[config.mk]
export PLATFORM = sky130hd
export DESIGN_NAME = ps2_rx_frame_flat
export DESIGN_NICKNAME = d
export VERILOG_FILES = /design/src/rtl/ps2_rx_frame_if.sv /design/src/rtl/ps2_rx_frame.sv /design/src/flat_wrapper.sv
export SDC_FILE = /design/constraint.sdc
export NUM_CORES = 1
export LEC_CHECK = 0
export CORE_MARGIN = 1.5
export CORE_UTILIZATION = 30
export DETAILED_ROUTE_END_ITERATION = 10
export GPL_TIMING_DRIVEN = 0
export PLACE_DENSITY = 0.51
export SLEW_MARGIN = 20
export SYNTH_ARGS = -nofsm -noshare
export SYNTH_HDL_FRONTEND = slang
export SYNTH_SLANG_ARGS = --single-unit
[constraint.sdc]
create_clock -name clk25 -period 3.03 [get_ports clk25]
set_clock_uncertainty 0.2 [all_clocks]
set_input_delay 0.4545 -clock clk25 [delete_from_list [all_inputs] [get_ports clk25]]
set_output_delay 0.4545 -clock clk25 [all_outputs]
set_load 0.02 [all_outputs]
[src/rtl/ps2_rx_frame_if.sv]
// rtl/ps2_rx_frame_if.sv - PS/2 receiver pin and result bundle
interface ps2_rx_frame_if;
  logic       key_clk;
  logic       key_din;
  logic [7:0] scancode;
  logic       scancode_stb;
  logic       err_stb;
  logic [1:0] err_code;
  logic       busy;

  modport master (
    output key_clk, key_din,
    input  scancode, scancode_stb, err_stb, err_code, busy
  );

  modport slave (
    input  key_clk, key_din,
    output scancode, scancode_stb, err_stb, err_code, busy
  );
endinterface

[src/rtl/ps2_rx_frame.sv]
// rtl/ps2_rx_frame.sv - PS/2 pin synchroniser, clock glitch filter and 11-bit frame receiver
module ps2_rx_frame #(
  parameter int FILTER_LEN     = 8,
  parameter int TIMEOUT_CYCLES = 5000
) (
  input  logic            clk25,
  input  logic            reset,
  ps2_rx_frame_if.slave   bus
);
  localparam int FW = $clog2(FILTER_LEN + 1);
  localparam int TW = $clog2(TIMEOUT_CYCLES + 1);

  localparam logic [1:0] S_IDLE   = 2'd0;
  localparam logic [1:0] S_DATA   = 2'd1;
  localparam logic [1:0] S_PARITY = 2'd2;
  localparam logic [1:0] S_STOP   = 2'd3;

  logic          clk_s1, clk_s2, din_s1, din_s2;
  logic          filt_clk, filt_prev;
  logic [FW-1:0] filt_cnt;
  logic          fall_det;

  logic [1:0]    state;
  logic [2:0]    bit_cnt;
  logic [7:0]    shreg;
  logic          par_bit;
  logic [TW-1:0] to_cnt;
  logic [7:0]    scancode_q;
  logic          scancode_stb_q, err_stb_q;
  logic [1:0]    err_code_q;

  always_ff @(posedge clk25) begin
    if (reset) begin
      clk_s1    <= 1'b1;
      clk_s2    <= 1'b1;
      din_s1    <= 1'b1;
      din_s2    <= 1'b1;
      filt_clk  <= 1'b1;
      filt_prev <= 1'b1;
      filt_cnt  <= '0;
    end else begin
      clk_s1    <= bus.key_clk;
      clk_s2    <= clk_s1;
      din_s1    <= bus.key_din;
      din_s2    <= din_s1;
      filt_prev <= filt_clk;
      // The filtered clock only follows a level that has persisted FILTER_LEN cycles
      if (clk_s2 == filt_clk) begin
        filt_cnt <= '0;
      end else if (filt_cnt + FW'(1) == FW'(FILTER_LEN)) begin
        filt_clk <= clk_s2;
        filt_cnt <= '0;
      end else begin
        filt_cnt <= filt_cnt + FW'(1);
      end
    end
  end

  assign fall_det = filt_prev & ~filt_clk;

  always_ff @(posedge clk25) begin
    if (reset) begin
      state          <= S_IDLE;
      bit_cnt        <= '0;
      shreg          <= '0;
      par_bit        <= 1'b0;
      to_cnt         <= '0;
      scancode_q     <= '0;
      scancode_stb_q <= 1'b0;
      err_stb_q      <= 1'b0;
      err_code_q     <= 2'd0;
    end else begin
      scancode_stb_q <= 1'b0;
      err_stb_q      <= 1'b0;
      if (fall_det) begin
        to_cnt <= '0;
        case (state)
          S_IDLE: begin
            if (!din_s2) begin
              state   <= S_DATA;
              bit_cnt <= '0;
            end
          end
          S_DATA: begin
            shreg   <= {din_s2, shreg[7:1]};
            bit_cnt <= bit_cnt + 3'd1;
            if (bit_cnt == 3'd7) state <= S_PARITY;
          end
          S_PARITY: begin
            par_bit <= din_s2;
            state   <= S_STOP;
          end
          default: begin
            state <= S_IDLE;
            if (!din_s2) begin
              err_stb_q  <= 1'b1;
              err_code_q <= 2'd2;
            end else if (((^shreg) ^ par_bit) == 1'b0) begin
              err_stb_q  <= 1'b1;
              err_code_q <= 2'd1;
            end else begin
              scancode_q     <= shreg;
              scancode_stb_q <= 1'b1;
            end
          end
        endcase
      end else if (state != S_IDLE) begin
        // Fires on the cycle the count would reach TIMEOUT_CYCLES; a coincident edge wins above
        if (to_cnt + TW'(1) == TW'(TIMEOUT_CYCLES)) begin
          state      <= S_IDLE;
          to_cnt     <= '0;
          err_stb_q  <= 1'b1;
          err_code_q <= 2'd3;
        end else if (to_cnt != '1) begin
          to_cnt <= to_cnt + TW'(1);
        end
      end else begin
        to_cnt <= '0;
      end
    end
  end

  assign bus.scancode     = scancode_q;
  assign bus.scancode_stb = scancode_stb_q;
  assign bus.err_stb      = err_stb_q;
  assign bus.err_code     = err_code_q;
  assign bus.busy         = (state != S_IDLE);
endmodule

[src/flat_wrapper.sv]
// flat-port wrapper written by rule: the top's interface ports become plain ports
module ps2_rx_frame_flat 
#(
  parameter int FILTER_LEN     = 8,
  parameter int TIMEOUT_CYCLES = 5000
)
  (clk25, reset, bus_key_clk, bus_key_din, bus_scancode, bus_scancode_stb, bus_err_stb, bus_err_code, bus_busy);
  ps2_rx_frame_if bus_i ();
  input  logic clk25;
  input  logic reset;
  input wire logic [$bits(bus_i.key_clk)-1:0] bus_key_clk;
  input wire logic [$bits(bus_i.key_din)-1:0] bus_key_din;
  output wire logic [$bits(bus_i.scancode)-1:0] bus_scancode;
  output wire logic [$bits(bus_i.scancode_stb)-1:0] bus_scancode_stb;
  output wire logic [$bits(bus_i.err_stb)-1:0] bus_err_stb;
  output wire logic [$bits(bus_i.err_code)-1:0] bus_err_code;
  output wire logic [$bits(bus_i.busy)-1:0] bus_busy;
  assign bus_i.key_clk = bus_key_clk;
  assign bus_i.key_din = bus_key_din;
  assign bus_scancode = bus_i.scancode;
  assign bus_scancode_stb = bus_i.scancode_stb;
  assign bus_err_stb = bus_i.err_stb;
  assign bus_err_code = bus_i.err_code;
  assign bus_busy = bus_i.busy;
  ps2_rx_frame #(.FILTER_LEN(FILTER_LEN), .TIMEOUT_CYCLES(TIMEOUT_CYCLES)) u_core (.clk25(clk25), .reset(reset), .bus(bus_i));
endmodule
Word-level counts from Yosys, hierarchy flattened:

Cells that the tools add are included.

* logic and storage cells: 77
* input port bits: 4
* output and inout port bits: 13
* flip-flop bits (word level): 49

* eq/ne operators: 12
* reductions and logical operators: 17
* $add $sub $neg: 3
* muxes and demuxes: 21
* bitwise logic cells: 8

Operators by type and width (count)
* two-way mux 2 bit: 11
* adder 13 x 1 -> 13 bit (second input constant): 1
* equality test 13 bit (second input constant): 1
* != test 13 bit (second input constant): 1
* AND reduction 4 bit: 3
* != test 3 bit (second input constant): 3
* nonzero test 2 bit: 4
* XOR reduction 8 bit: 1
* two-way mux 1 bit: 7
* inverter 1 bit: 6
* one-hot mux 2 bit (3 select lines): 1
* one-hot mux 3 bit (2 select lines): 1
* AND reduction 2 bit: 3
* OR reduction 3 bit: 2
* OR reduction 6 bit: 1
* adder 4 x 1 -> 4 bit (second input constant): 1
* equality test 4 bit (second input constant): 1
* != test 2 bit (second input constant): 2
* OR reduction 4 bit: 1
* adder 3 x 1 -> 3 bit (second input constant): 1
* equality test 3 bit (second input constant): 1
* two-way mux 3 bit: 1
* AND reduction 3 bit: 1
* equality test 2 x 1 -> 1 bit (second input constant): 1
* 5 further kinds: 5

Logic depth before layout (Yosys ltp):

* word-level depth: 6
* mapped depth: 8
* gate-level depth less buffers: 8

Least setup slack after synthesis:

Ideal clock, no wire load.

* path type: register to register
* start: reg u_core.to_cnt[0]
* end: reg u_core.err_code_q[1], in the netlist u_core.bus.err_code[1]
* setup time: 0.091 ns
* period minus slack after synthesis: 2.675 ns
* setup slack: 0.355 ns
* required time: 2.739 ns
* buffers on the path: 0
* cell stages (with the launch flop): 8
* arrival time: 2.384 ns
* path through: dfxtp_1 > ha_1 > nand3_2 > a211o_1 > a2111o_1 > or4_4 > or2_4 > a311oi_1

* longest elaborated chain between the ends: 4

Ends and longest elaborated chain
* from (decl): line ps2_rx_frame.sv:27 `logic [TW-1:0] to_cnt;`
* from (signal assigned): line ps2_rx_frame.sv:115 `to_cnt <= to_cnt + TW'(1);`
* adder 13 x 1 -> 13 bit: line ps2_rx_frame.sv:109 `if (to_cnt + TW'(1) == TW'(TIMEOUT_CYCLES)) begin`
* equality test 13 bit: line ps2_rx_frame.sv:109
* nonzero test 2 bit (no line)
* AND reduction 4 bit (no line)
* to (signal assigned): line ps2_rx_frame.sv:97 `err_code_q <= 2'd2;`
* to (signal assigned): line ps2_rx_frame.sv:100 `err_code_q <= 2'd1;`
* to (signal assigned): line ps2_rx_frame.sv:113 `err_code_q <= 2'd3;`
* to (decl): line ps2_rx_frame.sv:30 `logic [1:0] err_code_q;`

No other way between the ends.
A chain may end at the register's enable or synchronous reset.

Worst setup path after layout:

* start: reg u_core.to_cnt[0]
* end: reg u_core.err_code_q[0], in the netlist u_core.bus.err_code[0]

The elaborated chain is that of the path after synthesis.

==> results.py <==
metrics = {
    "placement": {
        "place_congestion": 0.770,
        "placedCellCount": 362,
        "dp_slack_ps": 120,
        "place.detailed.hpwl_mm": 3.07,
        "port_buffers": 15,
    },
    "sta": {
        "fin_hold_ws_ps": 215,
        "worst_slew_pin_slew_ps": 558,
        "post-route-worst-setup-slack_ps": 190,
        "finalHoldViolCount": 0,
        "period_share": 0.937,
        "rsz0062_at_grt": "no",
        "fmax_mhz": 352,
        "totalNegativeSetupSlack_ps": 0,
        "post-route-min-period_ps": 2840,
        "slew_viol_final": 0,
        "count_of_endpoints_failing_setup_in_the_final_report": 0,
        "slew-limit-headroom": 0.628,
    },
    "power": {
        "comb_power_share": 0.015,
        "power.net_switching_w": 0.000233,
        "power_per_cell_area_nw_per_um2": 434,
        "irDropWorstVdd_mv": 0.194,
        "netSwitchingFraction": 0.202,
        "proportion_of_power_drawn_by_the_clock_network": 0.424,
        "cell_internal_pwr_w": 0.000922,
        "power.share.sequential": 0.561,
        "cellLeakagePower_nw": 0.996,
    },
    "global_route": {
        "first_global_vias": 1617,
        "grt_first_pass_wirelength_mm": 7.56,
        "grtUsageMet1": 0.161,
        "grt_start_max_net_pins": 16,
        "initial_antenna_violation_count": 0,
        "groute.usage.overall": 0.116,
        "met2_layer_usage_reported_by_global_route": 0.172,
        "grt_overflow_total": 0,
        "grtUsageMet3": 0.0347,
        "global_route.peak_usage_layer": "met2",
    },
    "floorplan": {
        "die_h_um": 89.8,
        "design.die.area_um2": 8060,
        "floorplan.core_area_um2": 7250,
        "top_level_i_o_count": 17,
        "rows": 31,
        "die_w_um": 89.8,
        "initial_core_util": 0.312,
    },
    "synth": {
        "synth_most_common_cell": "sky130_fd_sc_hd__dfxtp_1",
        "netlist-cell-type-count": 49,
        "yosysWarningCount": 0,
        "share_of_the_synthesized_area_in_the_top_cell_type": 0.434,
        "portion_of_the_post_synthesis_area_used_by_sequential_elements": 0.434,
        "synth_common_cells": "sky130_fd_sc_hd__dfxtp_1 (49), sky130_fd_sc_hd__nand2_1 (23), sky130_fd_sc_hd__nor2_1 (21)",
        "mappedNetlistNets": 261,
        "synth_area_leader_cell": "sky130_fd_sc_hd__dfxtp_1",
        "count_of_state_elements_after_synthesis": 49,
        "synth_instances": 248,
        "synthTopCellsByArea": "sky130_fd_sc_hd__dfxtp_1 (43%), sky130_fd_sc_hd__ha_1 (5.0%), sky130_fd_sc_hd__xnor2_1 (4.7%), sky130_fd_sc_hd__a21oi_1 (4.4%), sky130_fd_sc_hd__mux2i_1 (4.0%)",
        "number_of_synthesized_flops_with_an_enable_pin": 0,
        "synthArstFlopShare": 0,
        "syn_avg_cell_area_um2": 9.11,
        "synth_top_flop_cell": "sky130_fd_sc_hd__dfxtp_1",
        "mappedNetlistArea_um2": 2260,
    },
    "route": {
        "drtPass1Iterations": 4,
        "dr_total_vias": 1737,
        "detail_route.drc_violations": 0,
        "detail_route.wirelength_mm": 4.33,
        "detail-route-antenna-nets": 0,
        "wl_per_cell_um": 11.7,
        "detail_route.vias_per_cell": 4.69,
        "drtIter0Drc": 84,
    },
    "cells_and_area": {
        "final_nets": 283,
        "layout-area-overhead-vs-synth_pct": 17.7,
        "finalNonFillerCells": 370,
        "antenna_cells_inserted": 0,
        "post_route_cells_drive_above_1_share": 0.122,
    },
    "critical_path": {
        "timing.setup.critical_path_class": "flop to flop",
        "worst-endpoint-required_ps": 3030,
        "worst_ep_arrival_time_ps": 2840,
        "rrSetupSlack_ps": 190,
        "worst_setup_path_end_kind": "flop",
        "worst-path-max-fanout": 7,
        "critical_path.max_stage_delay_ps": 490,
        "critical_path_cell_by_cell": "ha_2 > nand3_2 > a211o_1 > a2111o_1 > or4_4 > or2_4 > a311oi_1",
        "worst_setup_path_start_kind": "flop",
        "timing.critical_path.slowest_stage_cell": "sky130_fd_sc_hd__or4_4",
    },
    "clock_tree": {
        "cts_tree": "done",
        "clock_tree_root_driver_cell": "sky130_fd_sc_hd__clkbuf_8",
        "htreeDepth": 2,
        "clk_pin_slew_worst_paths_ps": 100,
        "numClockSinks": 49,
        "clk_path_buf_depth": 2,
        "clk-insertion-delay-late_ps": 300,
        "post_cts.repair.setup_buffers": 0,
        "total_clock_buffers_created_by_cts": 5,
    },
    "status": {
        "status": "finished, final reports clean",
    },
    "min_path": {
        "min_path_type": "flop to flop",
    },
    "job": {
        "drv_cap": 0,
    },
}
-- sequential cells by signal, indices dropped and copies added, names as in the netlist --
signal	cells
u_core.state	2
u_core.din_s1	1
u_core.bus.scancode_stb	1
u_core.filt_cnt	4
u_core.filt_clk	1
u_core.din_s2	1
u_core.bit_cnt	3
u_core.filt_prev	1
u_core.bus.err_stb	1
u_core.bus.err_code	2
u_core.shreg	8
u_core.to_cnt	13
u_core.par_bit	1
u_core.clk_s1	1
u_core.bus.scancode	8
u_core.clk_s2	1
-- layout by cell type (no fill, tap or decap), types with 6 or more instances in the layout --
master and n:
sky130_fd_sc_hd__mux2i_1 9, sky130_fd_sc_hd__xnor2_1 12, sky130_fd_sc_hd__clkdlybuf4s50_1 15, sky130_fd_sc_hd__a21oi_1 20, sky130_fd_sc_hd__nor2_1 21, sky130_fd_sc_hd__ha_1 8, sky130_fd_sc_hd__inv_1 9, sky130_fd_sc_hd__dfxtp_1 47
sky130_fd_sc_hd__clkbuf_8 6, sky130_fd_sc_hd__xor2_1 6, sky130_fd_sc_hd__clkbuf_1 6, sky130_fd_sc_hd__nand2_1 23, sky130_fd_sc_hd__nand3_1 16
-- worst paths after layout --
path | start | to | depth (start not counted)
setup / recovery | u_core.to_cnt[0] | u_core.bus.err_code[0] | 7
hold / removal | u_core.clk_s1 | u_core.clk_s2 | 1
setup reg to reg | u_core.to_cnt[0] | u_core.bus.err_code[0] | 7
hold reg to reg | u_core.clk_s1 | u_core.clk_s2 | 1
-- power by group through the flow --
stage,Sequential [W],Clock [W],Combinational (W)
2_1_floorplan,0.000663,0,0.0000111
3_3_place_gp,0.000663,0,0.0000182
3_5_place_dp,0.000663,0,0.0000180
4_1_cts,0.000648,0.000504,0.0000180
5_1_grt,0.000648,0.000534,0.0000200
6_report,0.000648,0.000489,0.0000178
-- kinds of logic after synthesis --
family | Yosys count | share of synthesized area
buffers and inverters | 20 | 0.0421
xor gates and xnor gates | 19 | 0.0797
and+or+nand+nor | 95 | 0.219
AOI/OAI and AO/OA | 46 | 0.131
muxes | 10 | 0.0449
DFF | 49 | 0.434
adders and majority gates | 9 | 0.0498
-- per-stage QoR --
stage | area (um^2) | util | total power, W
2_1_floorplan | 2260 | - | 0.000674
3_3_place_gp | 2530 | 0.349 | 0.000681
3_5_place_dp | 2530 | 0.349 | 0.000681
4_1_cts | 2650 | 0.366 | 0.00117
5_1_grt | 2660 | 0.367 | 0.00120
6_report | 2660 | 0.367 | 0.00115
-- what timing repair did --
item	in CTS	in global routing
resized for setup	0	3
setup endpoints to repair	0	2
hold buffers	0	0
-- metal layers --
metal | wire length (um) | vias up
met1 | 2300 | 801
li1 | - | 905
met5 | 0 | -
met3 | 149 | 5
met2 | 1820 | 26
met4 | 62 | 0
-- cell type report --
| cell class | count | area (um^2) |
|---|---|---|
| Buffer | 11 | 61.3 |
| Fill cell | 748 | 4590 |
| Multi-Input combinational cell | 179 | 1190 |
| Clock inverter | 2 | 37.5 |
| Tap cell | 99 | 124 |
| Clock buffer | 6 | 82.6 |
| Sequential cell | 49 | 983 |
| Timing Repair Buffer | 15 | 150 |
| Inverter | 9 | 33.8 |
-- worst max-delay path: cells and delay by family (launching register included) --
family | cells | cell delay [ps]
AOI/OAI and AO/OA | 3 | 980
adders and majority gates | 1 | 240
DFF | 1 | 400
and+or+nand+nor | 3 | 900
(Power assumes the default switching activity.)
